==> config.mk <==
export PLATFORM = sky130hd
export DESIGN_NAME = ps2_host_tx
export DESIGN_NICKNAME = d
export VERILOG_FILES = /design/src/rtl/ps2_pkg.sv /design/src/rtl/ps2_line_filter.sv /design/src/rtl/ps2_host_tx.sv
export SDC_FILE = /design/constraint.sdc
export NUM_CORES = 1
export LEC_CHECK = 0
export CELL_PAD_IN_SITES_DETAIL_PLACEMENT = 0
export CELL_PAD_IN_SITES_GLOBAL_PLACEMENT = 1
export CORE_AREA = 2 2 96 98
export CTS_CLUSTER_SIZE = 28
export DETAILED_ROUTE_END_ITERATION = 6
export DIE_AREA = 0 0 98 100
export MAX_ROUTING_LAYER = met4
export PLACE_DENSITY_LB_ADDON = 0.1
export SYNTH_ARGS = -nofsm -noshare
export SYNTH_HDL_FRONTEND = slang
export SYNTH_HIERARCHICAL = 1
export SYNTH_SLANG_ARGS = --single-unit
==> constraint.sdc <==
create_clock -name clk100MHz -period 2.1 [get_ports clk100MHz]
set_input_delay 0.525 -clock clk100MHz [delete_from_list [all_inputs] [get_ports clk100MHz]]
set_output_delay 0.525 -clock clk100MHz [all_outputs]
set_load 0.05 [all_outputs]
==> src/rtl/ps2_pkg.sv <==
// ps2_pkg: shared types and helpers for the PS/2 host-to-device transmitter.
//   ps2_state_e    - transmitter FSM states
//   us_to_cycles() - converts a duration in microseconds to clock cycles
//   odd_parity()   - PS/2 parity bit for a data byte (odd parity)
//   PS2_CMD_*      - common mouse command bytes
package ps2_pkg;

    typedef enum logic [2:0] {
        StIdle,
        StInhibit,
        StRts,
        StSend,
        StAck,
        StWaitIdle,
        StError
    } ps2_state_e;

    localparam logic [7:0] PS2_CMD_RESET  = 8'hFF;
    localparam logic [7:0] PS2_CMD_ENABLE = 8'hF4;

    // Index of the stop bit in the shifted frame (0-7 data, 8 parity, 9 stop).
    localparam logic [3:0] STOP_IDX = 4'd9;

    // 64-bit intermediate: 15000 us at 100 MHz overflows 32 bits before the divide.
    function automatic int unsigned us_to_cycles(input longint unsigned us,
                                                 input longint unsigned freq);
        longint unsigned cyc;
        cyc = (us * freq) / 64'd1_000_000;
        return cyc[31:0];
    endfunction

    // Parity bit that makes the total number of ones in data+parity odd.
    function automatic logic odd_parity(input logic [7:0] b);
        return ~^b;
    endfunction

endpackage

==> src/rtl/ps2_line_filter.sv <==
// ps2_line_filter: conditions one asynchronous PS/2 line.
//   2-FF synchronizer, then a stable-level filter that only accepts a new level after
//   FILT_CYCLES consecutive synchronized samples at that level, then a 1->0 pulse.
// Ports:
//   clk_i    system clock
//   rst_ni   asynchronous active-low reset (line assumed idle-high at reset)
//   line_i   raw pad value, asynchronous
//   level_o  filtered line level
//   fall_o   one-cycle pulse in the first cycle level_o reads 0 after a 1
module ps2_line_filter #(
    parameter int unsigned FILT_CYCLES = 8
) (
    input  logic clk_i,
    input  logic rst_ni,
    input  logic line_i,
    output logic level_o,
    output logic fall_o
);

    localparam int unsigned CntW = (FILT_CYCLES > 1) ? $clog2(FILT_CYCLES) : 1;

    logic [1:0]      sync_q;
    logic            level_q;
    logic [CntW-1:0] cnt_q;
    logic            fall_q;

    always_ff @(posedge clk_i or negedge rst_ni) begin
        if (!rst_ni) begin
            sync_q  <= 2'b11;
            level_q <= 1'b1;
            cnt_q   <= '0;
            fall_q  <= 1'b0;
        end else begin
            sync_q <= {sync_q[0], line_i};
            fall_q <= 1'b0;
            if (sync_q[1] == level_q) begin
                // Any sample agreeing with the current level restarts the run.
                cnt_q <= '0;
            end else if (cnt_q == CntW'(FILT_CYCLES - 1)) begin
                level_q <= sync_q[1];
                cnt_q   <= '0;
                // Level was 1 and is flipping, so this is a falling transition.
                fall_q  <= level_q;
            end else begin
                cnt_q <= cnt_q + 1'b1;
            end
        end
    end

    assign level_o = level_q;
    assign fall_o  = fall_q;

endmodule

==> src/rtl/ps2_host_tx.sv <==
// ps2_host_tx: PS/2 host-to-device command transmitter (one byte per request).
//   Inhibits the clock, issues request-to-send, shifts data + odd parity + stop on the
//   device clock, then checks the device ACK. Lines are open-drain: *_oe = 1 pulls low.
// Ports:
//   clk100MHz    system clock
//   rst          asynchronous active-low reset
//   tx_valid     command request, accepted when tx_ready is high
//   tx_data      command byte
//   tx_ready     idle and able to accept a command
//   ps2_clk_in   raw ps2_clk pad value (asynchronous)
//   ps2_data_in  raw ps2_data pad value (asynchronous)
//   ps2_clk_oe   1 = drive ps2_clk low
//   ps2_data_oe  1 = drive ps2_data low
//   busy         transaction in progress (receiver ignores line activity)
//   done         one-cycle pulse: ACK received
//   err          one-cycle pulse: timeout or missing ACK
module ps2_host_tx
    import ps2_pkg::*;
#(
    parameter int unsigned CLK_FREQ_HZ = 100_000_000,
    parameter int unsigned INHIBIT_US  = 120,
    parameter int unsigned FILT_CYCLES = 8,
    parameter int unsigned TIMEOUT_US  = 15000
) (
    input  logic       clk100MHz,
    input  logic       rst,
    input  logic       tx_valid,
    input  logic [7:0] tx_data,
    output logic       tx_ready,
    input  logic       ps2_clk_in,
    input  logic       ps2_data_in,
    output logic       ps2_clk_oe,
    output logic       ps2_data_oe,
    output logic       busy,
    output logic       done,
    output logic       err
);

    localparam int unsigned InhCycles = us_to_cycles(64'(INHIBIT_US), 64'(CLK_FREQ_HZ));
    localparam int unsigned ToCycles  = us_to_cycles(64'(TIMEOUT_US), 64'(CLK_FREQ_HZ));
    localparam int unsigned InhW      = $clog2(InhCycles + 1);
    localparam int unsigned ToW       = $clog2(ToCycles + 1);

    // Input conditioning
    logic       clk_level;
    logic       clk_fall;
    logic [1:0] data_sync_q;

    ps2_line_filter #(
        .FILT_CYCLES (FILT_CYCLES)
    ) u_clk_filter (
        .clk_i   (clk100MHz),
        .rst_ni  (rst),
        .line_i  (ps2_clk_in),
        .level_o (clk_level),
        .fall_o  (clk_fall)
    );

    // Data is only sampled at ACK and idle-checked, so a plain synchronizer suffices.
    always_ff @(posedge clk100MHz or negedge rst) begin
        if (!rst) begin
            data_sync_q <= 2'b11;
        end else begin
            data_sync_q <= {data_sync_q[0], ps2_data_in};
        end
    end

    logic data_sync;
    assign data_sync = data_sync_q[1];

    // Transmitter state
    ps2_state_e      state_q;
    logic [7:0]      data_q;
    logic            parity_q;
    logic [3:0]      bit_idx_q;
    logic [InhW-1:0] inh_cnt_q;
    logic [ToW-1:0]  to_cnt_q;
    logic            tx_ready_q;
    logic            busy_q;
    logic            done_q;
    logic            err_q;
    logic            clk_oe_q;
    logic            data_oe_q;

    // Level of the frame bit selected by bit_idx_q; index 9 (stop) is a released 1.
    logic frame_bit;
    always_comb begin
        frame_bit = 1'b1;
        if (bit_idx_q < 4'd8) begin
            frame_bit = data_q[bit_idx_q[2:0]];
        end else if (bit_idx_q == 4'd8) begin
            frame_bit = parity_q;
        end
    end

    logic timeout_hit;
    assign timeout_hit = (to_cnt_q == ToW'(ToCycles - 1));

    always_ff @(posedge clk100MHz or negedge rst) begin
        if (!rst) begin
            state_q    <= StIdle;
            data_q     <= '0;
            parity_q   <= 1'b0;
            bit_idx_q  <= '0;
            inh_cnt_q  <= '0;
            to_cnt_q   <= '0;
            tx_ready_q <= 1'b1;
            busy_q     <= 1'b0;
            done_q     <= 1'b0;
            err_q      <= 1'b0;
            clk_oe_q   <= 1'b0;
            data_oe_q  <= 1'b0;
        end else begin
            done_q <= 1'b0;
            err_q  <= 1'b0;
            unique case (state_q)
                StIdle: begin
                    // Entered with tx_ready low after done; raise it one cycle later.
                    tx_ready_q <= 1'b1;
                    busy_q     <= 1'b0;
                    if (tx_valid && tx_ready_q) begin
                        data_q     <= tx_data;
                        parity_q   <= odd_parity(tx_data);
                        tx_ready_q <= 1'b0;
                        busy_q     <= 1'b1;
                        clk_oe_q   <= 1'b1;
                        inh_cnt_q  <= '0;
                        state_q    <= StInhibit;
                    end
                end

                StInhibit: begin
                    if (inh_cnt_q == InhW'(InhCycles - 1)) begin
                        data_oe_q <= 1'b1;
                        state_q   <= StRts;
                    end else begin
                        inh_cnt_q <= inh_cnt_q + 1'b1;
                    end
                end

                StRts: begin
                    // Start bit stays driven; releasing the clock hands it to the device.
                    clk_oe_q  <= 1'b0;
                    to_cnt_q  <= '0;
                    bit_idx_q <= '0;
                    state_q   <= StSend;
                end

                StSend: begin
                    if (timeout_hit) begin
                        clk_oe_q  <= 1'b0;
                        data_oe_q <= 1'b0;
                        err_q     <= 1'b1;
                        state_q   <= StError;
                    end else begin
                        to_cnt_q <= to_cnt_q + 1'b1;
                        if (clk_fall) begin
                            data_oe_q <= ~frame_bit;
                            if (bit_idx_q == STOP_IDX) begin
                                state_q <= StAck;
                            end else begin
                                bit_idx_q <= bit_idx_q + 1'b1;
                            end
                        end
                    end
                end

                StAck: begin
                    if (timeout_hit) begin
                        clk_oe_q  <= 1'b0;
                        data_oe_q <= 1'b0;
                        err_q     <= 1'b1;
                        state_q   <= StError;
                    end else begin
                        to_cnt_q <= to_cnt_q + 1'b1;
                        if (clk_fall) begin
                            if (!data_sync) begin
                                state_q <= StWaitIdle;
                            end else begin
                                clk_oe_q  <= 1'b0;
                                data_oe_q <= 1'b0;
                                err_q     <= 1'b1;
                                state_q   <= StError;
                            end
                        end
                    end
                end

                StWaitIdle: begin
                    if (timeout_hit) begin
                        clk_oe_q  <= 1'b0;
                        data_oe_q <= 1'b0;
                        err_q     <= 1'b1;
                        state_q   <= StError;
                    end else begin
                        to_cnt_q <= to_cnt_q + 1'b1;
                        if (clk_level && data_sync) begin
                            done_q  <= 1'b1;
                            state_q <= StIdle;
                        end
                    end
                end

                StError: begin
                    // err is high during this state; ready returns the cycle after.
                    tx_ready_q <= 1'b1;
                    busy_q     <= 1'b0;
                    state_q    <= StIdle;
                end

                default: begin
                    clk_oe_q  <= 1'b0;
                    data_oe_q <= 1'b0;
                    state_q   <= StIdle;
                end
            endcase
        end
    end

    assign tx_ready    = tx_ready_q;
    assign busy        = busy_q;
    assign done        = done_q;
    assign err         = err_q;
    assign ps2_clk_oe  = clk_oe_q;
    assign ps2_data_oe = data_oe_q;

endmodule
==> impl_metrics.prom <==
# TYPE chip_impl_metric gauge
chip_impl_metric{name="grt_use_total",unit=""} 0.1909
chip_impl_metric{name="synthesis.instances",unit=""} 389
chip_impl_metric{name="power.static_leakage",unit="nW"} 1.915
chip_impl_metric{name="grt_start_max_net_pins",unit=""} 25
chip_impl_metric{name="synth.yosys.seq_area_share",unit=""} 0.4595
chip_impl_metric{name="final.setup.tns",unit="ns"} 0
chip_impl_metric{name="p_sw",unit="mW"} 0.5685
chip_impl_metric{name="timing.slew.headroom",unit=""} 0.5898
chip_impl_info{name="tritoncts",value="yes"} 1
chip_impl_metric{name="layout.core_utilization",unit=""} 0.4937
chip_impl_metric{name="finalWirelength",unit="um"} 8377
chip_impl_metric{name="post-route-min-period",unit="ns"} 2.073
chip_impl_info{name="dominantRegCellSynth",value="sky130_fd_sc_hd__dfrtp_1"} 1
chip_impl_metric{name="ctsLongestPathBuffers",unit=""} 2
chip_impl_metric{name="antenna_violations_before_repair",unit=""} 0
chip_impl_metric{name="design_area",unit="um^2"} 4389
chip_impl_metric{name="synth.cell_area",unit="um^2"} 3611
chip_impl_metric{name="dp_hpwl",unit="um"} 5834
chip_impl_info{name="critical_path_class",value="reg2reg"} 1
chip_impl_metric{name="boundaryPins",unit=""} 19
chip_impl_metric{name="cpPeakStageDelay",unit="ns"} 0.55
chip_impl_info{name="unrepaired_setup_endpoints_after_global_routing",value="yes"} 1
chip_impl_info{name="cp_slowest_cell",value="sky130_fd_sc_hd__or4b_4"} 1
chip_impl_metric{name="internal-power",unit="mW"} 1.874
chip_impl_metric{name="number_of_buffer_cells_added_on_primary_ports",unit=""} 18
chip_impl_info{name="synth_top_area_cell",value="sky130_fd_sc_hd__dfrtp_1"} 1
chip_impl_metric{name="insertedDiodeCount",unit=""} 0
chip_impl_metric{name="layout_worst_path_cycle_share",unit=""} 0.9870
chip_impl_info{name="ys_top_cells_by_count",value="60 x sky130_fd_sc_hd__dfrtp_1, 60 x sky130_fd_sc_hd__nand2_1, 41 x sky130_fd_sc_hd__nor2_1"} 1
chip_impl_metric{name="clock_insertion_delay_worst_skew",unit="ns"} 0.35
chip_impl_metric{name="drv_cap",unit=""} 0
chip_impl_metric{name="avgViaCountPerCell",unit=""} 5.311
chip_impl_metric{name="h-tree-depth",unit=""} 3
chip_impl_metric{name="tritoncts.num_buffers",unit=""} 9
chip_impl_info{name="synth.area.top_cells",value="sky130_fd_sc_hd__dfrtp_1 42%, sky130_fd_sc_hd__nand2_1 6.2%, sky130_fd_sc_hd__dfstp_2 4.4%"} 1
chip_impl_metric{name="area.growth.synth_to_final",unit="%"} 21.55
chip_impl_metric{name="synth_top_area_frac",unit=""} 0.4158
chip_impl_metric{name="synth.ff_latch_count",unit=""} 66
chip_impl_metric{name="drtPass1Iterations",unit=""} 4
chip_impl_metric{name="critical_path_required",unit="ns"} 2.33
chip_impl_info{name="setup.worst_path.start_class",value="register"} 1
chip_impl_metric{name="timing_hold_violations_final",unit=""} 0
chip_impl_metric{name="global_route.overflow_total",unit=""} 0
chip_impl_metric{name="vias",unit=""} 2921
chip_impl_metric{name="worst_pin_slew",unit="ns"} 0.6153
chip_impl_metric{name="final-setup-viol-count",unit=""} 0
chip_impl_metric{name="ir_worst_vdd",unit="V"} 0.0002567
chip_impl_info{name="crit_chain",value="or4b_4 -> nor4_4 -> buf_4 -> nand2_2 -> a21oi_1 -> nand2_1 -> mux2_2"} 1
chip_impl_metric{name="placed_area",unit="um^2"} 4129
chip_impl_metric{name="logic_gate_share_of_total_power",unit=""} 0.056
chip_impl_info{name="cts_root_buffer",value="sky130_fd_sc_hd__clkbuf_8"} 1
chip_impl_metric{name="ys_async_sr_fraction",unit=""} 1.000
chip_impl_info{name="worstSetupEndpointType",value="register"} 1
chip_impl_metric{name="finalClockSkew",unit="ns"} 0.009244
chip_impl_metric{name="syn-num-nets",unit=""} 409
chip_impl_metric{name="drt_iter0_drc",unit=""} 104
chip_impl_info{name="hold_path.class",value="in2async"} 1
chip_impl_metric{name="route.detailed.wl_per_inst",unit="um"} 15.23
chip_impl_metric{name="clock_sinks",unit=""} 66
chip_impl_metric{name="fin_nets",unit=""} 454
chip_impl_metric{name="gpl.final_weighted_congestion",unit=""} 0.7865
chip_impl_metric{name="max_freq",unit="MHz"} 482.5
chip_impl_metric{name="clock_power_share",unit=""} 0.397
chip_impl_metric{name="vias_in_the_first_global_route",unit=""} 2926
chip_impl_metric{name="synth.yosys.warnings",unit=""} 6
chip_impl_metric{name="synth_area_per_cell",unit="um^2"} 9.283
chip_impl_metric{name="starting_density",unit=""} 0.4062
chip_impl_metric{name="core_area",unit="um^2"} 8890
chip_impl_metric{name="floorplan_die_height",unit="um"} 100
chip_impl_info{name="crit_start",value="to_cnt_q[5]$_DFFE_PN0P_"} 1
chip_impl_metric{name="clk_pin_slew",unit="ns"} 0.07
chip_impl_metric{name="grt_pass1_wl",unit="um"} 14590
chip_impl_metric{name="drt.antenna.violating_nets",unit=""} 0
chip_impl_metric{name="power_switching_share",unit=""} 0.2327
chip_impl_metric{name="power_density",unit="nW/um^2"} 556.6
chip_impl_metric{name="power.share.sequential",unit=""} 0.547
chip_impl_metric{name="holdWs",unit="ns"} 0.1912
chip_impl_metric{name="timing.final.max_slew_violations",unit=""} 0
chip_impl_info{name="worst_r2r_startpoint",value="to_cnt_q[5]$_DFFE_PN0P_"} 1
chip_impl_metric{name="yosys.cell_types.count",unit=""} 56
chip_impl_info{name="outcome",value="finished clean"} 1
chip_impl_metric{name="route.detailed.drc",unit=""} 0
chip_impl_metric{name="post_route_cells_drive_above_1_share",unit=""} 0.1913
chip_impl_metric{name="critical_path_arrival",unit="ns"} 2.30
chip_impl_metric{name="critPathMaxFanout",unit=""} 3
chip_impl_metric{name="number_of_enable_type_register_cells_in_the_synthesized_netlist",unit=""} 0
chip_impl_metric{name="die_area",unit="um^2"} 9800
chip_impl_metric{name="die_x",unit="um"} 98
chip_impl_metric{name="total_power",unit="mW"} 2.443
chip_impl_metric{name="num_rows",unit=""} 35
-- cell families after synthesis --
| kind of cell | count (synthesis) | share of synthesized area |
|---|---|---|
| flops | 66 | 0.4595 |
| compound gates | 68 | 0.1199 |
| xor+xnor | 34 | 0.08247 |
| fa+ha+maj | 7 | 0.02425 |
| mux | 8 | 0.02980 |
| buf+inv | 26 | 0.03084 |
| simple gates | 180 | 0.2533 |
-- worst max-delay path: cells and delay by family, from the launching register on --
| kind | cells | cell delay, ns |
|---|---|---|
| AOI/OAI and AO/OA | 1 | 0.11 |
| buffers and inverters | 1 | 0.21 |
| DFF | 1 | 0.42 |
| muxes | 1 | 0.26 |
| and+or+nand+nor | 4 | 0.95 |
-- final cells by class --
cell class	count	area (um^2)
repair buffers	54	493.0
clock buffers	13	158.9
fillers	866	4501
multi-input cells	297	1902
clock inverters	3	15.01
flip-flops and latches	66	1659
inverters	6	22.52
well taps	111	138.9
-- worst paths after layout --
path                                                 end  slack, ns  cells past startpoint
worst max-delay path             ps2_data_oe$_DFFE_PN0P_       0.03                      7
worst min-delay path             to_cnt_q[1]$_DFFE_PN0P_       0.19                      1
worst max register to register   ps2_data_oe$_DFFE_PN0P_       0.03                      7
worst min register to register  data_sync_q[1]$_DFF_PN1_       0.36                      0
max in group asynchronous           tx_ready$_DFFE_PN1P_       1.31                      2
min in group clk100MHz          data_sync_q[1]$_DFF_PN1_       0.36                      0
-- layer usage --
layer  GRT usage  wire, um  vias up
li1            -         -     1454
met1      0.2568      4147     1418
met2      0.2861      3892       38
met3     0.03621       193       11
met4     0.07692       143        0
met5           -         0        -
-- layout by cell type (no fill, tap or decap), drive strengths merged, types with 2 or more instances in the layout --
cell	instances
o2111ai	6
nor2b	3
a21oi	22
xor2	18
nor3	14
and3	5
nor4	9
nand3	13
mux2	2
xnor2	16
and2	4
mux2i	4
or2	4
nand3b	2
dfstp	6
o21ai	22
nand4	8
ha	7
a211oi	2
clkdlybuf4s50	14
buf	39
nand2	60
dfrtp	60
a22oi	2
mux4	2
nand2b	4
or3	2
clkbuf	13
clkinv	3
inv	6
nor4b	3
nor2	41
o211ai	4
-- power groups by stage --
stage	registers, mW	clock network [mW]	logic, mW
2_1_floorplan	1.35	0	0.0670
3_3_place_gp	1.36	0	0.138
3_5_place_dp	1.36	0	0.139
4_1_cts	1.34	1.01	0.140
5_1_grt	1.34	1.06	0.163
6_report	1.34	0.969	0.136
-- registers in the layout (all words and copies together) (netlist names), 2 cells and up --
name                 cells
u_clk_filter/sync_q      2
u_clk_filter/cnt_q       3
state_q                  3
data_q                   8
to_cnt_q                21
inh_cnt_q               14
data_sync_q              2
bit_idx_q                4
-- metrics by stage --
step | setup slack (ns) | instances
final | 0.02735 | 550
after floorplan | 0.1014 | 389
after CTS | -0.005690 | 547
after detailed placement | -0.01398 | 531
after global routing | -0.05030 | 550
after global placement | 0.007445 | 531
-- what timing repair did --
action,CTS,global route
hold buffers,0,0
pin swaps,0,2
endpoints found under the setup margin,5,34
gates resized for setup,1,17
setup buffers,0,3
(Power assumes the default switching activity.)
